**config.mk**
```make
export PLATFORM = sky130hd
export DESIGN_NAME = parking_input_conditioner
export DESIGN_NICKNAME = d
export VERILOG_FILES = /design/src/rtl/parking_input_conditioner.sv
export SDC_FILE = /design/constraint.sdc
export NUM_CORES = 1
export LEC_CHECK = 0
export CAP_MARGIN = 20
export CORE_MARGIN = 5
export CORE_UTILIZATION = 60
export DETAILED_ROUTE_END_ITERATION = 16
export GPL_TIMING_DRIVEN = 0
export PLACE_DENSITY = 0.84
export SLEW_MARGIN = 30
export SYNTH_ARGS = -nofsm -noshare
export SYNTH_HDL_FRONTEND = slang
export SYNTH_SLANG_ARGS = --single-unit
```
**constraint.sdc**
```tcl
create_clock -name clock -period 2.3 [get_ports clock]
set_input_delay 0.23 -clock clock [delete_from_list [all_inputs] [get_ports clock]]
set_output_delay 0.23 -clock clock [all_outputs]
set_load 0.005 [all_outputs]
```
**src/rtl/parking_input_conditioner.sv**
```systemverilog
// Input front-end for the parking controller: synchronises and debounces the raw
// sensors and enter key, and assembles a two-digit password from the dial.
module parking_input_conditioner #(
    parameter int DEBOUNCE_CYCLES = 16,
    parameter int TIMEOUT_CYCLES  = 1000
) (
    input  logic       clock,
    input  logic       reset_n,
    input  logic       raw_entrance,
    input  logic       raw_exit,
    input  logic       raw_enter_key,
    input  logic [1:0] dial,
    output logic       sensor_entrance,
    output logic       sensor_exit,
    output logic [1:0] password_1,
    output logic [1:0] password_2,
    output logic       password_valid,
    output logic [1:0] entry_state
);

    localparam int DW = (DEBOUNCE_CYCLES > 1) ? $clog2(DEBOUNCE_CYCLES) : 1;
    localparam int TW = $clog2(TIMEOUT_CYCLES + 1);
    localparam logic [DW-1:0] DEB_LAST  = DW'(DEBOUNCE_CYCLES - 1);
    localparam logic [TW-1:0] TIME_LAST = TW'(TIMEOUT_CYCLES - 1);

    typedef enum logic [1:0] {
        IDLE      = 2'b00,
        GOT_FIRST = 2'b01,
        READY     = 2'b10
    } entry_state_t;

    // Bit order: {dial[1:0], enter_key, exit, entrance}.
    logic [4:0] sync_meta;
    logic [4:0] sync_q;

    // NOTE: every clocked register uses non-blocking assignment so all flops
    // sample pre-edge values, which is what makes the two-stage chain a chain.
    always_ff @(posedge clock or negedge reset_n) begin
        if (!reset_n) begin
            sync_meta <= '0;
            sync_q    <= '0;
        end else begin
            sync_meta <= {dial, raw_enter_key, raw_exit, raw_entrance};
            sync_q    <= sync_meta;
        end
    end

    logic [1:0] dial_s;
    logic [2:0] deb_pulse;
    logic       enter_rise;

    assign dial_s = sync_q[4:3];

    for (genvar i = 0; i < 3; i++) begin : g_debounce
        logic [DW-1:0] cnt;
        logic          level;
        logic          pulse;
        logic          rise;

        assign rise = sync_q[i] && !level && (cnt == DEB_LAST);

        always_ff @(posedge clock or negedge reset_n) begin
            if (!reset_n) begin
                cnt   <= '0;
                level <= 1'b0;
                pulse <= 1'b0;
            end else begin
                pulse <= rise;
                if (sync_q[i] == level) begin
                    cnt <= '0;
                end else if (cnt == DEB_LAST) begin
                    level <= sync_q[i];
                    cnt   <= '0;
                end else begin
                    cnt <= cnt + 1'b1;
                end
            end
        end

        assign deb_pulse[i] = pulse;
        if (i == 2) begin : g_enter
            assign enter_rise = rise;
        end
    end

    logic enter_p;
    logic exit_p;
    assign enter_p = deb_pulse[2];
    assign exit_p  = deb_pulse[1];

    // Digit is captured on the edge that raises enter_p; the FSM consumes it one cycle later.
    logic [1:0] dial_cap;
    always_ff @(posedge clock or negedge reset_n) begin
        if (!reset_n)       dial_cap <= 2'b00;
        else if (enter_rise) dial_cap <= dial_s;
    end

    entry_state_t  state_q, state_d;
    logic [1:0]    d1_q, d1_d, d2_q, d2_d;
    logic          valid_q, valid_d;
    logic [TW-1:0] tcnt_q, tcnt_d;

    always_ff @(posedge clock or negedge reset_n) begin
        if (!reset_n) begin
            state_q <= IDLE;
            d1_q    <= 2'b00;
            d2_q    <= 2'b00;
            valid_q <= 1'b0;
            tcnt_q  <= '0;
        end else begin
            state_q <= state_d;
            d1_q    <= d1_d;
            d2_q    <= d2_d;
            valid_q <= valid_d;
            tcnt_q  <= tcnt_d;
        end
    end

    // NOTE: every signal gets a default before the case so no path leaves it
    // unassigned, which would otherwise infer a latch.
    always_comb begin
        state_d = state_q;
        d1_d    = d1_q;
        d2_d    = d2_q;
        valid_d = valid_q;
        tcnt_d  = '0;
        case (state_q)
            IDLE: begin
                if (enter_p) begin
                    d1_d    = dial_cap;
                    state_d = GOT_FIRST;
                end
            end
            GOT_FIRST: begin
                if (enter_p) begin
                    d2_d    = dial_cap;
                    valid_d = 1'b1;
                    state_d = READY;
                end else if (tcnt_q == TIME_LAST) begin
                    state_d = IDLE;
                end else begin
                    tcnt_d = tcnt_q + 1'b1;
                end
            end
            READY: begin
                // A passing car consumes the password even if a new entry starts on the same edge.
                if (exit_p) begin
                    valid_d = 1'b0;
                    state_d = IDLE;
                end else if (enter_p) begin
                    d1_d    = dial_cap;
                    valid_d = 1'b0;
                    state_d = GOT_FIRST;
                end else if (tcnt_q == TIME_LAST) begin
                    valid_d = 1'b0;
                    state_d = IDLE;
                end else begin
                    tcnt_d = tcnt_q + 1'b1;
                end
            end
            default: begin
                valid_d = 1'b0;
                state_d = IDLE;
            end
        endcase
    end

    assign sensor_entrance = deb_pulse[0];
    assign sensor_exit     = exit_p;
    assign password_valid  = valid_q;
    assign password_1      = valid_q ? d1_q : 2'b00;
    assign password_2      = valid_q ? d2_q : 2'b00;
    assign entry_state     = state_q;

endmodule

```
After elaboration in Yosys (flattened, before gate mapping)

Cells that the tools add are included.

Add/sub/neg operators: 4
Reductions and logical operators: 17
Eq/ne operators: 13
Bitwise gates (word level): 4
Multiplexer cells: 26

Operators by type and width:

| cell                                                                   | number |
|---|---|
| 10-bit 2-to-1 mux                                                      | 3 |
| 4-bit 2-to-1 mux                                                       | 6 |
| 10-bit one-hot mux with 2 select lines                                 | 1 |
| 2-bit 2-to-1 mux                                                       | 9 |
| 4-bit by 1-bit adder with 4-bit output (second input constant)         | 3 |
| 4-bit equality test (second input constant)                            | 3 |
| 10-bit by 1-bit adder with 10-bit output (second input constant)       | 1 |
| 10-bit equality test (second input constant)                           | 1 |
| 2-bit AND reduction                                                    | 5 |
| 1-bit logical AND                                                      | 6 |
| 2-bit inequality test (second input constant)                          | 3 |
| 2-bit one-hot mux with 3 select lines                                  | 1 |
| 1-bit 2-to-1 mux                                                       | 4 |
| 4-bit inequality test (second input constant)                          | 1 |
| 1-bit NOT                                                              | 4 |
| 2-bit one-hot mux with 2 select lines                                  | 1 |
| 1-bit equality test                                                    | 3 |
| 1-bit logical NOT                                                      | 3 |
| 1-bit one-hot mux with 3 select lines                                  | 1 |
| 3-bit AND reduction                                                    | 1 |
| 2-bit by 1-bit equality test with 1-bit output (second input constant) | 1 |
| 2-bit equality test (second input constant)                            | 1 |
| 2-bit logical NOT                                                      | 1 |
| 2-bit nonzero test                                                     | 1 |

Register bits after elaboration: 47

Depth between registers and ports, before layout

Word-level depth: 5
Gate-level depth with buffers: 7
Depth with buffers taken out: 6

Least setup slack after synthesis

OpenSTA, ideal clock, no wires.

Path kind: register -> register
Start point: reg state_q[0], in the netlist entry_state[0]
End point: reg d1_q[0]
Arrival time: 1.425 ns
Path buffers: 0
Period minus slack after synthesis: 1.550 ns
Stages on the path, launching flop included: 6
Required time: 2.175 ns
Path slack: 0.750 ns
Cell sequence: dfrtp_1 -> inv_1 -> ha_1 -> and2b_2 -> o21ai_1 -> mux2_2

Word-level cells in the longest chain between the ends: 3

RTL lines:

| what                                                                                | line | RTL |
|---|---|---|
| start: declaration                                                                  | 98   | `entry_state_t state_q, state_d;` |
| start signal: assignment                                                            | 111  | `state_q <= state_d;` |
| 2-bit equality test / 2-bit logical NOT (equally long branches)                     | 127  | `case (state_q)` |
| 2-bit inequality test (no source line) / 2-bit nonzero test (equally long branches) | n/a  |  |
| 2-bit AND reduction (no source line)                                                | n/a  |  |
| end signal: assignment                                                              | 106  | `d1_q <= 2'b00;` |
| end signal: assignment                                                              | 112  | `d1_q <= d1_d;` |
| end: declaration                                                                    | 99   | `logic [1:0] d1_q, d1_d, d2_q, d2_d;` |

Parallel ways exist; a longest one is shown, timed or not.
A chain may end at the register's enable or synchronous reset.

Worst setup path after layout

Start point: reg state_q[0], in the netlist entry_state[0]
End point: reg tcnt_q[6]

Word-level cells in the longest chain between the ends: 2

RTL lines:

| what                                                                                         | line | RTL |
|---|---|---|
| 2-bit equality test / 2-bit by 1-bit equality test with 1-bit output (equally long branches) | 127  |  |
| 10-bit one-hot mux with 2 select lines (*)                                                   | 127  |  |
| net tcnt_d[6]                                                                                | 101  | `logic [TW-1:0] tcnt_q, tcnt_d;` |
| end signal: assignment                                                                       | 115  | `tcnt_q <= tcnt_d;` |
| end: declaration                                                                             | 101  |  |

Mark *: on every way through the listed nets, which the timed path passes. The rest lies on a longest branch.

==> flow_summary.ini <==
[timing]
rsz0062_at_grt = false
clock.fmax_mhz = 583.5
slew_headroom = 0.6611
setup_viol = 0
worst_pin_slew_ns = 0.5084
hold_viol_final = 0
finalCritPeriodShare = 0.7451
slew_viol_final = 0
fin_skew_ns = 0.009381
period_needed_ns = 1.714

[die]
std_cell_rows = 21
die_h_um = 68.21
io_pins = 16
core_um2 = 3311
start_util = 0.6141
dieWidth_um = 68.21
die_area_um2 = 4653

[route]
vias_per_cell = 5.363
drt_iter0_markers = 111
num_vias = 1314
drt-total-wl_um = 3323
drt-wirelength-per-cell_um = 13.56
route.detailed.drc = 0
drtPass1Iterations = 4
ant_nets = 0

[place]
dp_hpwl_um = 2451
gp_congestion = 0.7529
postPlaceCellArea_um2 = 2263
io_buffers = 15

[layout]
drive_above_1_share = 0.1206
nFillCells = 249
n_antenna_cell = 0
final_nets = 217
design_area_um2 = 2349
areaGrowthSynthToFinish_pct = 15.51

[yosys]
avgSynthCellArea_um2 = 11.62
syn_area_um2 = 2033
synth_edf_count = 0
yosysWarnings = 0
ys_ff_latch = 47
syn_inst = 175
yosysUniqueCellTypes = 40
synthArstFlopShare = 1.000
ys.flop_type = dfrtp_1
ys_seq_area_frac = 0.5785
syn_nets = 193

[clock_tree]
cts_setup_buffers = 0
root_buffer = clkbuf_4
numCtsBuffers = 5
htree_levels = 2
clk_pin_slew_ns = 0.12
clk_path_buf_depth = 2
cts_tree = built
cts.sinks = 47
cts_resized = 0
insertion_delay_ns = 0.35

[hold_path]
hold_path_class = in2reg

[setup_path]
worstPathMaxFanout = 6
cp_data_required_time_ns = 2.54
arrival_ns = 1.95
crit_path_end_kind = register
critPathLaunchType = register
critPathKind = reg2reg

[global_routing]
grt_use_total = 0.1757
grt_antenna_before_repair = 0
grt_start_max_net_pins = 28
first_global_vias = 1373
grt_pass1_wl_um = 6044
grt_overflow_total = 0

[pwr]
leakagePower_uw = 0.001039
pwr-share-seq = 0.622
clockPowerShare = 0.332
switching_share = 0.2070
ir_drop_v = 0.0004861
p_sw_uw = 287.7
power_frac_comb = 0.046
intPower_uw = 1102
p_total_uw = 1390
power_density_nw_per_um2 = 591.8

[run_status]
status = finished clean

[job]
cap_violations = 0
==> power by group through the flow <==
stage                     clock network, µW  registers (µW)  logic, µW
after floorplan                           0             876       27.6
after global routing                    514             868       76.2
after global placement                    0             877       54.9
after CTS                               483             864       67.0
after detailed placement                  0             880       65.3
final                                   461             864       64.6
==> through the flow <==
step | setup TNS [ns] | setup WS (ns) | hold WS (ns) | util | instances
global placement | -5.327 | -0.1153 | 0.3370 | 0.6769 | 236
CTS | 0 | 0.5954 | 0.2835 | 0.7094 | 245
floorplan | 0 | 0.7504 | -0.06559 | - | 175
detailed placement | 0 | 0.6135 | 0.2239 | 0.6837 | 237
global route | 0 | 0.4130 | 0.2745 | 0.7094 | 245
finish | 0 | 0.5862 | 0.3034 | 0.7094 | 245
==> synth_stat cells (all sizes together) (2+ instances only) <==
| master | count | area share |
|---|---|---|
| dfrtp | 47 | 0.58 |
| nand2 | 8 | 0.015 |
| nor3 | 2 | 0.0049 |
| nor2b | 7 | 0.022 |
| or2 | 2 | 0.0062 |
| xnor2 | 6 | 0.026 |
| nand4b | 4 | 0.017 |
| a31oi | 2 | 0.0062 |
| inv | 13 | 0.024 |
| and2b | 2 | 0.0086 |
| ha | 11 | 0.068 |
| nor2 | 17 | 0.031 |
| mux2 | 7 | 0.039 |
| and3 | 2 | 0.0086 |
| and2 | 4 | 0.012 |
| a21oi | 7 | 0.017 |
| nor3b | 3 | 0.014 |
| o21ai | 10 | 0.026 |
| nand3 | 4 | 0.012 |
| and4 | 2 | 0.0092 |
| xor2 | 3 | 0.013 |
==> critical path: stages (launching register included) <==
cell,delay (ns)
dfrtp_1,0.46
inv_1,0.09
ha_1,0.23
and2b_2,0.24
o21ai_2,0.22
or2_0,0.14
buf_2,0.16
nor2_1,0.07
==> area by class of cell <==
class / count / area (µm²) / share of cell area
clock inverter: 2 / 37.54 / 0.01598
sequential: 47 / 1176 / 0.5008
timing repair buffer: 17 / 182.7 / 0.07778
multi-input combinational: 113 / 799.5 / 0.3404
clock buffer: 5 / 37.54 / 0.01598
tap: 46 / 57.56 / 0.02451
buffer: 2 / 8.758 / 0.003729
inverter: 13 / 48.80 / 0.02078
==> placed cells by master, fill, tap and decap left out, types with 2 or more instances in the layout <==
cell             instances
o21ai_0                  8
and2b_2                  2
nand3_1                  3
nor2_1                  17
nand2_1                  8
nor3b_1                  2
dfrtp_1                 47
clkdlybuf4s50_1         14
buf_2                    2
clkbuf_4                 5
inv_1                   13
nor2b_1                  7
and2_1                   4
a21oi_1                  7
nor3_1                   2
mux2_2                   7
nand4b_1                 4
xnor2_1                  6
ha_1                    11
xor2_1                   3
a31oi_1                  2
==> registers in the layout, indices dropped and copies added, names as in the netlist, 3 cells and up <==
signal,cells
g_debounce.cnt,12
sync_q,5
g_debounce.level,3
tcnt_q,10
sync_meta,5
==> logic make-up (layout without fill, tap and decap cells) <==
kind of cell	after synthesis	after routing	share of synthesized area
simple gates	61	61	0.1735
flops	47	47	0.5785
compound gates	25	25	0.07446
buf+inv	15	39	0.02831
fa+ha+maj	11	11	0.06769
xor+xnor	9	9	0.03877
mux	7	7	0.03877
==> worst paths after layout <==
path / from / to / slack [ns] / cells past startpoint
setup reg to reg: entry_state[0] / tcnt_q[6] / 0.59 / 7
setup / recovery: entry_state[0] / tcnt_q[6] / 0.59 / 7
max in group asynchronous: reset_n / g_debounce[1].cnt[3] / 1.44 / 3
hold / removal: dial[0] / sync_meta[3] / 0.30 / 1
hold reg to reg: sync_meta[4] / sync_q[4] / 0.36 / 0
min in group asynchronous: reset_n / entry_state[1] / 0.37 / 2
==> layer usage <==
metal / track usage / up-vias / wire [µm]
li1: - / 641 / -
met3: 0.05090 / 6 / 119
met5: 0 / - / 0
met2: 0.3032 / 26 / 1703
met4: 0.06700 / 0 / 47
met1: 0.2059 / 641 / 1453
==> timing repair <==
item                                    4_1_cts  5_1_grt
endpoints found under the setup margin        0        0
endpoints found under the hold margin        20        0
hold buffers                                  1        0
No activity file was read; power rests on OpenSTA's default activity.
